==> src/rtl/sel_stream.sv <==
// sel_stream: N-channel packet-locked stream selector (one-hot sel_i or round-robin), build option SEL_STREAM_ERR_EN adds err_o.
// Latency: an accepted beat appears on out_vld_o the following cycle; 1 beat/cycle sustained.
// Backpressure: 2-entry output buffer; inputs stall only when it is full, in_rdy_o never depends on out_rdy_i.
module sel_stream #(
   parameter int  W     = 32,
   parameter int  N     = 4,
   parameter int  RR_EN = 0,
   localparam int SW    = (N > 1) ? $clog2(N) : 1
) (
   input  logic            clk,
   input  logic            arst_n,
   input  logic [N-1:0]    in_vld_i,
   input  logic [N*W-1:0]  in_data_i,
   input  logic [N-1:0]    in_last_i,
   output logic [N-1:0]    in_rdy_o,
   input  logic [N-1:0]    sel_i,
   output logic            out_vld_o,
   output logic [W-1:0]    out_data_o,
   output logic            out_last_o,
   output logic [SW-1:0]   out_src_o,
   input  logic            out_rdy_i
`ifdef SEL_STREAM_ERR_EN
   ,
   output logic            err_o
`endif
);

   typedef enum logic {
      S_IDLE,
      S_LOCKED
   } state_t;

   typedef struct packed {
      logic [W-1:0]  data;
      logic          last;
      logic [SW-1:0] src;
   } beat_t;

   state_t        state_q;
   state_t        state_d;
   logic [SW-1:0] lock_ch;
   logic [SW-1:0] rr_ptr;
   logic [SW-1:0] cand;
   logic [SW-1:0] idx;
   logic          cand_ok;
   logic [1:0]    cnt;
   beat_t         slot0;
   beat_t         slot1;
   beat_t         in_beat;
   logic          take;
   logic          pop;

   // Candidate channel: locked channel mid-packet, otherwise sel_i or round-robin search.
   always_comb begin
      cand    = '0;
      cand_ok = 1'b0;
      idx     = '0;
      if (state_q == S_LOCKED) begin
         cand    = lock_ch;
         cand_ok = 1'b1;
      end else if (RR_EN != 0) begin
         // Walk from farthest to nearest so the nearest valid channel after rr_ptr wins.
         for (int k = N; k >= 1; k--) begin
            idx = SW'((int'(rr_ptr) + k) % N);
            if (in_vld_i[idx]) begin
               cand    = idx;
               cand_ok = 1'b1;
            end
         end
      end else begin
         for (int i = N - 1; i >= 0; i--) begin
            if (sel_i[i] && in_vld_i[i]) begin
               cand    = SW'(i);
               cand_ok = 1'b1;
            end
         end
      end
   end

   always_comb begin
      in_rdy_o = '0;
      if (cand_ok && (cnt != 2'd2)) begin
         in_rdy_o[cand] = 1'b1;
      end
   end

   assign take         = |(in_vld_i & in_rdy_o);
   assign in_beat.data = in_data_i[int'(cand)*W +: W];
   assign in_beat.last = in_last_i[cand];
   assign in_beat.src  = cand;

   assign out_vld_o  = (cnt != 2'd0);
   assign out_data_o = slot0.data;
   assign out_last_o = slot0.last;
   assign out_src_o  = slot0.src;
   assign pop        = out_vld_o && out_rdy_i;

   always_comb begin
      state_d = state_q;
      case (state_q)
         S_IDLE:   if (take && !in_beat.last) state_d = S_LOCKED;
         S_LOCKED: if (take && in_beat.last)  state_d = S_IDLE;
         default:  state_d = S_IDLE;
      endcase
   end

   always_ff @(posedge clk or negedge arst_n) begin
      if (!arst_n) begin
         state_q <= S_IDLE;
         lock_ch <= '0;
         rr_ptr  <= SW'(N - 1);
      end else begin
         state_q <= state_d;
         if (take && (state_q == S_IDLE)) begin
            lock_ch <= cand;
            rr_ptr  <= cand;
         end
      end
   end

   // slot0 is the head and drives the outputs directly; a push never lands in a full buffer.
   always_ff @(posedge clk or negedge arst_n) begin
      if (!arst_n) begin
         cnt   <= 2'd0;
         slot0 <= '0;
         slot1 <= '0;
      end else begin
         case ({take, pop})
            2'b10: begin
               if (cnt == 2'd0) slot0 <= in_beat;
               else             slot1 <= in_beat;
               cnt <= cnt + 2'd1;
            end
            2'b01: begin
               slot0 <= slot1;
               cnt   <= cnt - 2'd1;
            end
            2'b11: begin
               if (cnt == 2'd1) begin
                  slot0 <= in_beat;
               end else begin
                  slot0 <= slot1;
                  slot1 <= in_beat;
               end
            end
            default: ;
         endcase
      end
   end

`ifdef SEL_STREAM_ERR_EN
   always_ff @(posedge clk or negedge arst_n) begin
      if (!arst_n) begin
         err_o <= 1'b0;
      end else begin
         err_o <= (RR_EN == 0) && (state_q == S_IDLE) && (|in_vld_i) &&
                  ((sel_i & (sel_i - N'(1))) != '0);
      end
   end
`endif

endmodule

==> config.mk <==
export PLATFORM = sky130hd
export DESIGN_NAME = sel_stream
export DESIGN_NICKNAME = d
export VERILOG_FILES = /design/src/rtl/sel_stream.sv
export SDC_FILE = /design/constraint.sdc
export NUM_CORES = 1
export LEC_CHECK = 0
export BUFFER_PORTS_ARGS = -buffer_cell sky130_fd_sc_hd__buf_2
export CAP_MARGIN = 20
export CORE_MARGIN = 8
export CORE_UTILIZATION = 50
export DETAILED_ROUTE_END_ITERATION = 7
export PLACE_DENSITY_LB_ADDON = 0.3
export SETUP_SLACK_MARGIN = 0.05
export SKIP_LAST_GASP = 1
export SLEW_MARGIN = 20
export SYNTH_ARGS = -nofsm -noshare
export SYNTH_HDL_FRONTEND = slang
export SYNTH_SLANG_ARGS = --single-unit
==> constraint.sdc <==
create_clock -name clk -period 4.27 [get_ports clk]
set_input_delay 0.6405 -clock clk [delete_from_list [all_inputs] [get_ports clk]]
set_output_delay 0.6405 -clock clk [all_outputs]
set_load 0.1 [all_outputs]
; ---- After elaboration in Yosys (flattened, before gate mapping)
; Cells that the tools add are included.
[word_totals]
register_bits = 75
output_inout_bits = 40
wordCells = 68
inputBits = 143
[classes]
eq_ne = 8
n_lt_le_gt_ge = 2
shifts = 1
reduce_logical = 19
n_bitwise = 2
n_addsub = 2
muxes = 25
[ops]
columns = operator, count
row1 = $mux W35, 4
row2 = $shiftx A128 B8 Y32, 1
row3 = $pmux W35 S3, 1
row4 = $pmux W35 S2, 1
row5 = $logic_and A1 B1 Y1, 10
row6 = $mux W2, 5
row7 = $mux W1, 9
row8 = $ne A2 B2 Y1 const B, 4
row9 = $reduce_bool A2 Y1, 3
row10 = $and A4 B4 Y4, 1
row11 = $eq A2 B1 Y1 const B, 2
row12 = $eq A2 B2 Y1 const B, 2
row13 = $mux W4, 1
row14 = $pmux W2 S2, 1
row15 = $reduce_or A4 Y1, 1
row16 = $lt A2 B3 Y1 const B, 1
row17 = $reduce_and A3 Y1, 1
row18 = $reduce_bool A3 Y1, 1
row19 = $add A2 B1 Y2 const B, 1
row20 = $bmux W1 S2, 1
row21 = $demux W1 S2, 1
row22 = $ge A2 B1 Y1 const B, 1
row23 = $logic_not A2 Y1, 1
row24 = $pmux W1 S2, 1
row25 = other kinds (4), 4

; ---- Longest topological paths before layout
; Gate-level depths: netlist (run 1).
[logic_depth]
depth_word = 16
depth_mapped = 12
depth_no_buf = 11

; ---- Least setup slack after synthesis (run 1)
; No wires, ideal clock.
[synth_timing]
path_type = input-to-output
startpoint = in sel_i[2]
endpoint = out in_rdy_o[2]
path_stages = 7
t_required_ps = 3629
t_arrival_ps = 3692
n_path_buf = 3
setup_slack_ps = -62
cell_sequence = nand2_1 a32o_1 a22o_1 clkbuf_1 buf_2 clkbuf_1 nor3_1
[synth_via]
elab_chain_cells = 10
elab_cells_between_ends = 16
cone_classes = order compare: 2 / mux: 11 / reduce/logical: 3
[synth_lines]
columns = element, line_no
row1 = from (decl), 16  ; input logic [N-1:0] sel_i,
row2 = $logic_and A1 B1 Y1 (*), 72  ; if (sel_i[i] && in_vld_i[i]) begin
row3 = $mux W2 (3 in series), 72
row4 = $mux W2, 58  ; if (state_q == S_LOCKED) begin
row5 = $lt A2 B3 Y1 (implied by the code) / $ge A2 B1 Y1 (equally long branches), 83  ; in_rdy_o[cand] = 1'b1;
row6 = $logic_and A1 B1 Y1 (implied by the code), 83
row7 = $mux W1 (implied by the code), 83
row8 = $demux W1 S2, 83
row9 = $mux W4 (*), 82  ; if (cand_ok && (cnt != 2'd2)) begin
row10 = to (decl), 15  ; output logic [N-1:0] in_rdy_o,
; Every way passes the cells marked *; elsewhere a longest branch is shown, timed or not.

==> results of run 1 <==
==> per-stage QoR <==
| step | hold slack, ns | setup slack, ns |
|---|---|---|
| final | 0.4140 | 0.8248 |
| after global placement | 0.4674 | 0.6951 |
| after floorplan | 0.3449 | 0.2489 |
| after CTS | 0.4914 | 0.8901 |
| after detailed placement | 0.4763 | 0.5349 |
| after global routing | 0.5141 | 0.6571 |
==> state kept, by name (all words and copies together) (netlist names), named ones only <==
signal	cells
out_data_o	32
lock_ch	2
out_src_o	2
out_last_o	1
slot1	35
cnt	2
==> logic make-up after synthesis <==
logic type	Yosys count	synth area share
muxes	105	0.2348
xor gates and xnor gates	2	0.003601
and+or+nand+nor	90	0.08409
buffers and inverters	54	0.05554
adders and majority gates	6	0.01543
AOI/OAI and AO/OA	159	0.2209
DFF	75	0.3857
==> layout make-up <==
class / count / area (um2) / area share
multi-input combinational: 362 / 2760 / 0.4582
clock inverter: 6 / 63.81 / 0.01059
tap: 133 / 166.4 / 0.02762
inverter: 7 / 26.28 / 0.004361
timing repair buffer: 194 / 1003 / 0.1666
sequential: 75 / 1877 / 0.3115
clock buffer: 10 / 127.6 / 0.02118
==> synthesized netlist by cell type, drive strengths merged <==
master  instances  area [um2]
nand2          44       165.2
clkbuf         28       105.1
o31ai           1       7.510
nand3b          1       7.510
a21boi          1       7.510
a21oi           3       15.01
buf            19       138.9
o211ai          3       22.52
xnor2           1       8.760
a31o            1       8.760
mux2i          35       350.3
a22o            3       26.28
a222oi          1       10.01
xor2            1       8.760
a22oi          33       247.7
a211o           1       8.760
inv             7       26.27
and2            1       6.260
mux2           70       792.0
a31oi          33       206.5
o21ai          37       192.7
nor2            5       18.77
nor2b           3       18.77
a21o            3       22.52
nor3            3       26.28
a211oi         35       262.8
a221o           1       10.01
nand3          32       160.2
or3             1       6.260
dfrtp          75        1877
ha              6       75.07
o21a            1       7.510
a32oi           1       8.760
a32o            1       10.01
==> worst reg2reg max path: cells and delay by family, from the launching register on <==
kind            cells  cell delay, ns
compound gates      6            1.51
flops               1            0.49
fa+ha+maj           1            0.25
simple gates        2            1.12
==> final timing paths <==
| path | start | to | slack, ns | depth (start not counted) |
|---|---|---|---|---|
| min in group clk | slot1[7]$_DFFE_PN0P_ | slot1[7]$_DFFE_PN0P_ | 0.49 | 2 |
| min | arst_n | cnt[0]$_DFFE_PN0P_ | 0.41 | 1 |
| max in group asynchronous | arst_n | slot1[34]$_DFFE_PN0P_ | 3.19 | 1 |
| max | register | out_data_o[3]$_DFFE_PN0P_ | 0.82 | 9 |
| max reg2reg | register | out_data_o[3]$_DFFE_PN0P_ | 0.82 | 9 |
| min reg2reg | slot1[7]$_DFFE_PN0P_ | slot1[7]$_DFFE_PN0P_ | 0.49 | 2 |
==> layer usage <==
layer | global-route usage | routed length, um | vias to the layer above
met4 | 0.08163 | 251 | 0
li1 | - | - | 2170
met3 | 0.05327 | 1115 | 26
met5 | 0 | 0 | -
met1 | 0.2552 | 5571 | 2211
met2 | 0.3830 | 7450 | 190
==> flow_summary.json, run 1 <==
{
  "crit_buf_inv": 0,
  "final.fill_count": 843,
  "critPathArrivalTime_ns": 3.70,
  "holdCritPathClass": "input pin to async pin",
  "grt_max_degree": 76,
  "detail_route.drc_violations": 0,
  "fmax_mhz": 290.3,
  "floorplan.initialDensity": 0.5072,
  "totalWireLength_um": 14390,
  "port_buffers": 182,
  "final_core_utilization": 0.6279,
  "finalCritPeriodShare": 0.8068,
  "instances_no_fill": 787,
  "syn-num-nets": 640,
  "post_place_cell_area_mm2": 0.005833,
  "start_kind": "register",
  "dp_hpwl_um": 10100,
  "drt-wirelength-per-cell_um": 18.28,
  "die_h_um": 114.7,
  "netlist_instances": 491,
  "mostFrequentLayoutCell": "sky130_fd_sc_hd__buf_2",
  "cts.sink_count": 75,
  "timing.critical_path.required_ns": 4.52,
  "drtAntennaViolNets": 0,
  "antenna_found_initial": 0,
  "io_pins": 183,
  "report.final.hold_viol_count": 0,
  "synth-seq-cells": 75,
  "timing_worst_slew_pin_value_ns": 0.9694,
  "die-area_mm2": 0.01314,
  "antenna_cells": 0,
  "flow.area_growth_from_synthesis_pct": 23.81,
  "worst_clock_skew_ns": 0.01960,
  "crit_family": "compound AO/OA/AOI/OAI gates",
  "final_cell_mix": "sky130_fd_sc_hd__buf_2 (181), sky130_fd_sc_hd__dfrtp_1 (75), sky130_fd_sc_hd__nand2_1 (44), sky130_fd_sc_hd__mux2_2 (44), sky130_fd_sc_hd__mux2i_1 (35)",
  "initialDrtViolationCount": 268,
  "synth_warnings": 0,
  "cts_tree": "done",
  "grt_remaining_overflow": 0,
  "worstPathCellList": "a221o_1, o21a_1, or3_1, o21ai_2, ha_1, a21oi_1, nor2_4, a22oi_1, a31oi_1",
  "clock_path_buffers": 2,
  "post-route-min-period_ns": 3.445,
  "setup-violations-final": 0,
  "synth_sequential_area_ratio": 0.3857,
  "grtUsageTotal": 0.2200,
  "cts_inserted_buffers": 9,
  "final_layout_size_suffix_gt1_frac": 0.4006,
  "clock_insertion_delay_worst_skew_ns": 0.35,
  "max_slew_margin": 0.3537,
  "post_cts.repair.setup_buffers": 0,
  "syn-cell-area_mm2": 0.004866,
  "first_pass_grt_wire_length_um": 23360,
  "cts_hold_repair_buffers": 0,
  "cts.clk_slew.worst_paths_ns": 0.08,
  "design.final.nets": 798,
  "drt_pass_1_iters": 5,
  "place_inst": 771,
  "synth_cell_type_count": 42,
  "max_cap_viol_count": 0,
  "crit_path_max_fanout": 35,
  "count_of_instances_resized_after_the_clock_tree_is_built": 0,
  "cpMaxStageDelayCell": "sky130_fd_sc_hd__nor2_4",
  "cts.htree.levels": 3,
  "num_rows": 36,
  "cp-end-kind": "register",
  "criticalPathCategory": "register to register",
  "postSynthAreaPerCell_um2": 9.910,
  "place.gp.congestion": 0.9161,
  "vias_per_cell": 5.841,
  "timing.final.max_slew_violations": 0,
  "horizontal_extent_of_the_die_um": 114.7,
  "status": "complete, no violations",
  "timing.critical_path.slowest_cell_delay_ns": 0.72,
  "clock-root-buffer": "sky130_fd_sc_hd__clkbuf_8",
  "floorplan.core_area_mm2": 0.009594,
  "route.vias.total": 4597,
  "tns_ns": 0,
  "grt_pass1_vias": 4929,
  "layout.cell_area.non_filler_mm2": 0.006025,
  "unrepaired_setup_endpoints_after_global_routing": "no"
}
Power of run 1 is not shown: default switching activity piles up to over one toggle a cycle in this logic, so the estimate is an artifact.
==> inputs of run 2 (changes only) <==
Settings changed: CORE_UTILIZATION 50 to 45.
Clock period 4.27 ns to 3 ns, I/O delays scaled along.
==> run 2 against run 1 <==
Against the previous run: hold slack lost 0.19 ns; sequential share of layout area down 1.2 points; final cell count grew 2.9%; via count increased by 0.13%; critical path depth grew 2; worst setup slack got worse by 0.67 ns; die area increased by 9.5%; critical endpoint is now out_data_o[27]$_DFFE_PN0P_; clock skew shrank 0.0043 ns; routed wire length is 3.4% higher.
==> flow_summary.json, run 2 (same netlist as run 1, synthesis figures left out) <==
{
  "status": "complete, no violations",
  "clock_insertion_delay_worst_skew_ns": 0.35,
  "max_cap_viol_count": 0,
  "instances_no_fill": 810,
  "drt-wirelength-per-cell_um": 18.36,
  "worst_clock_skew_ns": 0.01531,
  "cts.clk_slew.worst_paths_ns": 0.08,
  "timing.final.max_slew_violations": 0,
  "fmax_mhz": 351.9,
  "num_rows": 38,
  "tns_ns": 0,
  "timing.critical_path.slowest_cell_delay_ns": 0.39,
  "cts_inserted_buffers": 9,
  "flow.area_growth_from_synthesis_pct": 28.72,
  "timing_worst_slew_pin_value_ns": 0.9668,
  "die_h_um": 120.0,
  "grt_pass1_vias": 5011,
  "finalCritPeriodShare": 0.9473,
  "vias_per_cell": 5.683,
  "timing.critical_path.required_ns": 3.25,
  "detail_route.drc_violations": 0,
  "criticalPathCategory": "register to register",
  "final_layout_size_suffix_gt1_frac": 0.4239,
  "clock-root-buffer": "sky130_fd_sc_hd__clkbuf_8",
  "cp-end-kind": "register",
  "antenna_found_initial": 0,
  "cts_tree": "done",
  "start_kind": "register",
  "clock_path_buffers": 2,
  "horizontal_extent_of_the_die_um": 120.0,
  "die-area_mm2": 0.01440,
  "holdCritPathClass": "input pin to async pin",
  "cts.sink_count": 75,
  "drt_pass_1_iters": 7,
  "floorplan.core_area_mm2": 0.01070,
  "largest_register_ff_count": 35,
  "floorplan.initialDensity": 0.4549,
  "largest_register": "slot1",
  "mostFrequentLayoutCell": "sky130_fd_sc_hd__buf_2",
  "route.vias.total": 4603,
  "initialDrtViolationCount": 326,
  "place_inst": 790,
  "design.final.nets": 814,
  "cpMaxStageDelayCell": "sky130_fd_sc_hd__dfrtp_1",
  "port_buffers": 182,
  "unrepaired_setup_endpoints_after_global_routing": "no",
  "io_pins": 183,
  "dp_hpwl_um": 10560,
  "setup-violations-final": 0,
  "antenna_cells": 0,
  "grt_remaining_overflow": 0,
  "critPathArrivalTime_ns": 3.10,
  "grt_max_degree": 76,
  "first_pass_grt_wire_length_um": 24290,
  "crit_path_max_fanout": 16,
  "place.gp.congestion": 0.8712,
  "worst_path_most_repeated_cell": "sky130_fd_sc_hd__buf_4",
  "post-route-min-period_ns": 2.842,
  "grtUsageTotal": 0.2037,
  "drtAntennaViolNets": 0,
  "worstPathCellList": "a221o_1, o21a_2, or3_4, o21ai_4, ha_2, nand2_1, a222oi_1, buf_4, buf_4, a22oi_1, a31oi_1",
  "holdWs_ns": 0.2191,
  "max_slew_margin": 0.3555,
  "cts.htree.levels": 3,
  "report.final.hold_viol_count": 0,
  "final_cell_mix": "sky130_fd_sc_hd__buf_2 (182), sky130_fd_sc_hd__dfrtp_1 (75), sky130_fd_sc_hd__nand2_1 (44), sky130_fd_sc_hd__mux2_2 (44), sky130_fd_sc_hd__mux2i_1 (35)",
  "totalWireLength_um": 14870
}
## run 2: cell count changes in the layout (fill, tap and decap cells not counted), moves of 2 or more
cell                       delta
sky130_fd_sc_hd__buf_12       +6
sky130_fd_sc_hd__buf_4        +9
sky130_fd_sc_hd__clkinv_2     -2
sky130_fd_sc_hd__ha_1         -2
sky130_fd_sc_hd__ha_2         +2
## run 2: layer usage
layer / track usage / routed length [um] / up-vias
li1: - / - / 2213
met1: 0.2355 / 6019 / 2200
met2: 0.3633 / 7550 / 177
met3: 0.05636 / 1180 / 13
met4: 0.05152 / 123 / 0
met5: 0 / 0 / -
## run 2: critical path: cells and delay by family (launching register included)
family          cells  cell delay, ns
flops               1            0.39
simple gates        2            0.43
buf+inv             2            0.42
compound gates      6            1.27
fa+ha+maj           1            0.23
## run 2: stage by stage
stage | area [um2] | worst slack (ns) | utilization
6_report | 6264 | 0.1580 | 0.5855
2_1_floorplan | 4895 | -0.1068 | -
4_1_cts | 6221 | 0.1945 | 0.5815
5_1_grt | 6264 | 0.03252 | 0.5855
3_5_place_dp | 6018 | 0.002572 | 0.5626
3_3_place_gp | 6018 | 0.05537 | 0.5626
## run 2: area by class of cell
cell class                 count  area (um2)
clock inverter                 5       61.31
clock buffer                  11       141.4
inverter                       7       26.28
multi-input combinational    362        2786
timing repair buffer         210        1196
sequential                    75        1877
tap                          140       175.2
fill                         976        4434
## run 2: worst paths after layout
check                                     start                          to  slack, ns  cells past startpoint
setup / recovery                       register  out_data_o[27]$_DFFE_PN0P_       0.16                     11
hold / removal                           arst_n                   async pin       0.22                      1
setup reg to reg                       register  out_data_o[27]$_DFFE_PN0P_       0.16                     11
hold reg to reg            slot1[1]$_DFFE_PN0P_        slot1[1]$_DFFE_PN0P_       0.49                      2
max in group asynchronous                arst_n          cnt[1]$_DFFE_PN0P_       2.12                      1
min in group clk           slot1[1]$_DFFE_PN0P_        slot1[1]$_DFFE_PN0P_       0.49                      2
## run 2: timing repair
item / 4_1_cts / 5_1_grt
endpoints found under the hold margin: 0 / 0
gates resized for setup: 0 / 3
hold buffers: 0 / 0
endpoints found under the setup margin: 0 / 21
buffers inserted: 0 / 3
Power of run 2 is left out for the same reason.
